$ cat src/rtl/counter_pkg.sv
// Shared definitions for the N-channel timer/counter: mode encodings,
// control-register bit positions and the per-channel state type.
package counter_pkg;

    localparam logic [1:0] MODE_ONESHOT  = 2'd0;
    localparam logic [1:0] MODE_PERIODIC = 2'd1;
    localparam logic [1:0] MODE_SQUARE   = 2'd2;
    localparam logic [1:0] MODE_STOP     = 2'd3;

    localparam int CTRL_MODE_LSB = 0;
    localparam int CTRL_IRQEN    = 2;
    localparam int CTRL_CLR      = 3;

    typedef enum logic [1:0] {
        ST_IDLE = 2'd0,
        ST_RUN  = 2'd1,
        ST_DONE = 2'd2
    } chan_state_e;

endpackage

$ cat src/rtl/counter_chan.sv
// One timer channel: down-counter with reload, mode/irq-enable control,
// sticky pending flag and the per-channel mode output.
module counter_chan
    import counter_pkg::*;
#(
    parameter int CNT_W = 32
) (
    input  logic             clk,
    input  logic             rstn,
    input  logic             tick,
    input  logic             load,
    input  logic             ctrl_wr,
    input  logic [CNT_W-1:0] data,
    output logic [CNT_W-1:0] count,
    output logic             cnt_out,
    output logic             pending,
    output logic             irq_en
);

    logic [CNT_W-1:0] count_reg, count_next;
    logic [CNT_W-1:0] reload_reg, reload_next;
    logic [1:0]       mode_reg, mode_next;
    logic             irq_en_reg, irq_en_next;
    logic             pending_reg, pending_next;
    logic             cnt_out_reg, cnt_out_next;
    chan_state_e      state_reg, state_next;
    logic [1:0]       wr_mode;

    assign wr_mode = data[CTRL_MODE_LSB +: 2];

    // Next-state: control write, then load (beats tick), then tick processing.
    // The pending set is applied last so a terminal event beats a clear.
    always_comb begin
        count_next   = count_reg;
        reload_next  = reload_reg;
        mode_next    = mode_reg;
        irq_en_next  = irq_en_reg;
        pending_next = pending_reg;
        cnt_out_next = cnt_out_reg;
        state_next   = state_reg;

        // Periodic output is a single-clock pulse
        if (mode_reg == MODE_PERIODIC) begin
            cnt_out_next = 1'b0;
        end

        if (ctrl_wr) begin
            mode_next   = wr_mode;
            irq_en_next = data[CTRL_IRQEN];
            if (data[CTRL_CLR]) begin
                pending_next = 1'b0;
            end
            if (wr_mode == MODE_STOP) begin
                if (state_reg == ST_RUN) begin
                    state_next = ST_IDLE;
                end
            end else if (state_reg == ST_IDLE) begin
                state_next = ST_RUN;
            end
        end

        if (load) begin
            count_next   = data;
            reload_next  = data;
            cnt_out_next = 1'b0;
            state_next   = (mode_next == MODE_STOP) ? ST_IDLE : ST_RUN;
        end else if (tick && (state_reg == ST_RUN) && (state_next == ST_RUN)) begin
            if (count_reg != '0) begin
                count_next = count_reg - 1'b1;
            end else begin
                pending_next = 1'b1;
                case (mode_next)
                    MODE_ONESHOT: begin
                        state_next   = ST_DONE;
                        cnt_out_next = 1'b1;
                    end
                    MODE_PERIODIC: begin
                        count_next   = reload_reg;
                        cnt_out_next = 1'b1;
                    end
                    MODE_SQUARE: begin
                        count_next   = reload_reg;
                        cnt_out_next = ~cnt_out_reg;
                    end
                    default: ;
                endcase
            end
        end
    end

    // Channel state registers with asynchronous abort
    always_ff @(posedge clk or negedge rstn) begin
        if (!rstn) begin
            count_reg   <= '0;
            reload_reg  <= '0;
            mode_reg    <= MODE_ONESHOT;
            irq_en_reg  <= 1'b0;
            pending_reg <= 1'b0;
            cnt_out_reg <= 1'b0;
            state_reg   <= ST_IDLE;
        end else begin
            count_reg   <= count_next;
            reload_reg  <= reload_next;
            mode_reg    <= mode_next;
            irq_en_reg  <= irq_en_next;
            pending_reg <= pending_next;
            cnt_out_reg <= cnt_out_next;
            state_reg   <= state_next;
        end
    end

    assign count   = count_reg;
    assign cnt_out = cnt_out_reg;
    assign pending = pending_reg;
    assign irq_en  = irq_en_reg;

endmodule

$ cat src/rtl/counter_nch.sv
// N-channel programmable timer/counter: tick synchronisers and edge
// detection, write decode, registered count readback and combined irq.
module counter_nch
    import counter_pkg::*;
#(
    parameter int NUM_CH = 3,
    parameter int CNT_W  = 32,
    parameter int CH_W   = (NUM_CH > 1) ? $clog2(NUM_CH) : 1
) (
    input  logic              clk,
    input  logic              rstn,
    input  logic [NUM_CH-1:0] tick_i,
    input  logic              wr_en,
    input  logic              wr_reg,
    input  logic [CH_W-1:0]   wr_ch,
    input  logic [CNT_W-1:0]  wr_data,
    input  logic [CH_W-1:0]   rd_ch,
    output logic [CNT_W-1:0]  rd_data,
    output logic [NUM_CH-1:0] cnt_out,
    output logic              irq
);

    logic [NUM_CH-1:0] t1_reg, t2_reg, tick_edge_reg;
    logic [NUM_CH-1:0] load_vec, ctrl_vec, pending_vec, irq_en_vec;
    logic [CNT_W-1:0]  count_arr [NUM_CH];
    logic [CNT_W-1:0]  rd_sel, rd_data_reg;

    // Two-flop tick sampling; the rising-edge strobe is registered so a
    // rise sampled at edge k is counted at edge k+2
    always_ff @(posedge clk or negedge rstn) begin
        if (!rstn) begin
            t1_reg        <= '0;
            t2_reg        <= '0;
            tick_edge_reg <= '0;
        end else begin
            t1_reg        <= tick_i;
            t2_reg        <= t1_reg;
            tick_edge_reg <= t1_reg & ~t2_reg;
        end
    end

    // Write decode per channel; out-of-range wr_ch matches no channel
    generate
        for (genvar gi = 0; gi < NUM_CH; gi++) begin : g_chan
            assign load_vec[gi] = wr_en & ~wr_reg & (wr_ch == CH_W'(gi));
            assign ctrl_vec[gi] = wr_en &  wr_reg & (wr_ch == CH_W'(gi));

            counter_chan #(
                .CNT_W (CNT_W)
            ) u_chan (
                .clk     (clk),
                .rstn    (rstn),
                .tick    (tick_edge_reg[gi]),
                .load    (load_vec[gi]),
                .ctrl_wr (ctrl_vec[gi]),
                .data    (wr_data),
                .count   (count_arr[gi]),
                .cnt_out (cnt_out[gi]),
                .pending (pending_vec[gi]),
                .irq_en  (irq_en_vec[gi])
            );
        end
    endgenerate

    // Readback select; unused channel indices read as zero
    always_comb begin
        rd_sel = '0;
        for (int i = 0; i < NUM_CH; i++) begin
            if (rd_ch == CH_W'(i)) begin
                rd_sel = count_arr[i];
            end
        end
    end

    // Registered readback
    always_ff @(posedge clk or negedge rstn) begin
        if (!rstn) begin
            rd_data_reg <= '0;
        end else begin
            rd_data_reg <= rd_sel;
        end
    end

    assign rd_data = rd_data_reg;
    assign irq     = |(pending_vec & irq_en_vec);

endmodule

$ cat config.mk
export PLATFORM = sky130hd
export DESIGN_NAME = counter_nch
export DESIGN_NICKNAME = d
export VERILOG_FILES = /design/src/rtl/counter_pkg.sv /design/src/rtl/counter_chan.sv /design/src/rtl/counter_nch.sv
export SDC_FILE = /design/constraint.sdc
export NUM_CORES = 1
export LEC_CHECK = 0
export CAP_MARGIN = 20
export CORE_ASPECT_RATIO = 0.8
export CORE_MARGIN = 2
export CORE_UTILIZATION = 45
export CTS_CLUSTER_DIAMETER = 40
export CTS_CLUSTER_SIZE = 16
export DETAILED_ROUTE_END_ITERATION = 12
export PLACE_DENSITY = 0.66
export SYNTH_ARGS = -nofsm -noshare
export SYNTH_HDL_FRONTEND = slang
export SYNTH_SLANG_ARGS = --single-unit
$ cat constraint.sdc
create_clock -name clk -period 4 [get_ports clk]
set_clock_uncertainty 0.15 [all_clocks]
set_input_delay 0.8 -clock clk [delete_from_list [all_inputs] [get_ports clk]]
set_output_delay 0.8 -clock clk [all_outputs]
set_load 0.03 [all_outputs]
==> results.toml <==
[cells_and_area]
diodes = 0
drive_gt1_share_pct = 9.95
layout.nets = 1701
finish.instance_area_um2 = 16400
area_delta_synth_final_pct = 20.6
multiInputGateArea_um2 = 6700
seqCellArea_um2 = 6360
utilization_pct = 55.5
n_fill_cell = 2611

[setup_path]
timing.rr.start = "g_chan[2].u_chan.count[17]"
cp-end-kind = "flop"
r2r_slack_ps = 540
rr_worst_depth = 6
critPathArrivalTime_ps = 3780
crit_type = "input pin to flop"
critPathLaunchType = "input pin"
crit_fanout = 32
r2r_end = "g_chan[2].u_chan.count[19]"
crit_required_ps = 4300

[clock_tree]
cts_tree = "yes"
postCtsHoldBufs = 0
clk_pin_slew_ps = 60
post_cts_buffers = 0
htreeDepth = 2
root_buffer = "clkbuf_16"
cts_buffers = 39
cts_resized = 0
clock_latency_ps = 540
clk_path_buf_depth = 3
cts_num_sinks = 254

[timing]
fin_crit_ps = 3480
rsz0062_at_grt = "false"
setup_viol = 0
maxSlewViolCount = 0
clock.fmax_mhz = 288
finalCritPeriodShare_pct = 86.9
tightest_slew_ps = 995
hold_viol = 0
relSlewSlack_pct = 33.0
final.setup.tns_ps = 0
fin_ws_ps = 525

[floorplan]
initial_core_util_pct = 46.0
dieArea_um2 = 31600
core_area_um2 = 29500
rows = 56
die_x_um = 198
io_pins = 79
chipHeight_um = 159

[placement]
place_area_um2 = 15000
gp_congestion = 0.929
post-place-ws_ps = -11.4
io_buffers = 78
post-dp-hpwl_mm = 32.1

[global_route]
grt_pass1_wl_mm = 71.3
grt_pass1_vias = 11866
overflow = 0
grt-busiest-layer = "met2"
grt_usage_pct = 29.4
antenna_found_initial = 1
grt_max_degree = 89
use_met3_pct = 6.25
met1_usage_pct = 42.9
use_met2_pct = 43.2

[route]
drt-vias-per-instance = 6.03
drt-initial-drc-count = 1548
route.vias.total = 12497
drtPass1Iterations = 6
drc_errors = 0
routed_wl_mm = 45.6
wire_per_inst_um = 22.0
ant_nets = 0

[logic_synthesis]
synth_common_cells = "nand2_1, dfrtp_1, nor2_1, o21ai_0, clkbuf_1"
ys_seq_area_share_pct = 46.8
yosysMostFrequentCell = "nand2_1"
synth-edff-count = 0
yosys-top-cells-area = "dfrtp_1, nand2_1, o21ai_0"
synth_top_area_share_pct = 46.8
avgSynthCellArea_um2 = 8.67
syn_inst = 1566
syn-num-nets = 1627
synth_warnings = 0
async_reset_ff_share_pct = 100
synth_flop_cell = "dfrtp_1"
yosysTopAreaCell = "dfrtp_1"
synth_area_um2 = 13600
synth_seq_cells = 254
synth_cell_types = 76

[outcome]
outcome = "finished, final reports clean"

[power_and_ir_drop]
p_leak_nw = 7.32
irDropWorstVdd_v = 0.000350
powerDensity_nw_per_um2 = 676
total_power_mw = 11.1

[run]
cap_violations = 0

[min_path]
hold_path_class = "input pin to asynchronous set/reset pin"
==> how the worst max path moves through the flow <==
| stage | startpoint | endpoint | cells past startpoint |
|---|---|---|---|
| after CTS | wr_reg | g_chan[2].u_chan.count[15] | 10 |
| after floorplan | wr_ch[0] | g_chan[2].u_chan.count[11] | 10 |
| final | wr_ch[0] | g_chan[2].u_chan.count[15] | 10 |
| after global placement | wr_ch[0] | g_chan[2].u_chan.count[15] | 10 |
| after detailed placement | wr_reg | g_chan[2].u_chan.count[15] | 10 |
| after global routing | wr_ch[0] | g_chan[2].u_chan.count[15] | 10 |
==> placed cells by master (no fill, tap or decap), types with 16 or more instances in the layout <==
cell               n
mux2i_1           37
nand3_1           41
buf_4             59
nand2_1          424
dfrtp_1          254
nor2_1            93
nor4_1            30
o211ai_1          35
clkbuf_16         41
a22oi_1           25
nand4_1           16
a21oi_1           46
o21ai_0           90
xnor2_1           33
ha_1              18
a31oi_1           43
xor2_1            18
a221o_1           19
a211oi_1          16
inv_1             24
nor3_1            32
clkdlybuf4s50_1   76
==> critical path: stages <==
cell,delay [ps]
clkdlybuf4s50_1,420
nand4b_1,330
mux2_2,380
ha_1,340
or3_1,360
or4_1,450
a21oi_2,220
buf_12,220
a31oi_1,60
o211ai_1,180
==> final cells by class <==
cell class              count  share of cell area (%)
inverters                  24                   0.550
clock buffers              49                    6.76
flip-flops and latches    254                    38.8
repair buffers            144                    8.33
well taps                 406                    3.10
multi-input cells        1177                    41.0
clock inverters            20                    1.48
==> power by group <==
group | leakage [nW] | internal [mW] | switching [mW]
Sequential | 3.22 | 3.26 | 0.956
Clock | 0.655 | 2.23 | 1.30
Combinational | 3.45 | 1.38 | 1.93
==> through the flow <==
| step | hold WS (ps) | instances |
|---|---|---|
| 4_1_cts | 123 | 2074 |
| 6_report | 98.5 | 2074 |
| 2_1_floorplan | 197 | 1566 |
| 3_3_place_gp | 203 | 2005 |
| 5_1_grt | 143 | 2074 |
| 3_5_place_dp | 206 | 2005 |
==> per-layer routing <==
metal  vias up  wire length [µm]  share of wire (%)
li1       5720                 -                  -
met1      6096             19900                 44
met2       586             20100                 44
met3        95              4150                9.1
met4         0              1530                3.4
met5         -                 0                  0
==> cell families (layout without fill, tap and decap cells) <==
group                      Yosys count  after routing  synth area share, %
xor gates and xnor gates            51             51                 3.29
and+or+nand+nor                    729            729                 24.4
muxes                               43             43                 3.23
buffers and inverters              135            237                 4.10
AOI/OAI and AO/OA                  336            336                 16.5
DFF                                254            254                 46.8
adders and majority gates           18             18                 1.66
No activity file was read; power rests on OpenSTA's default activity.
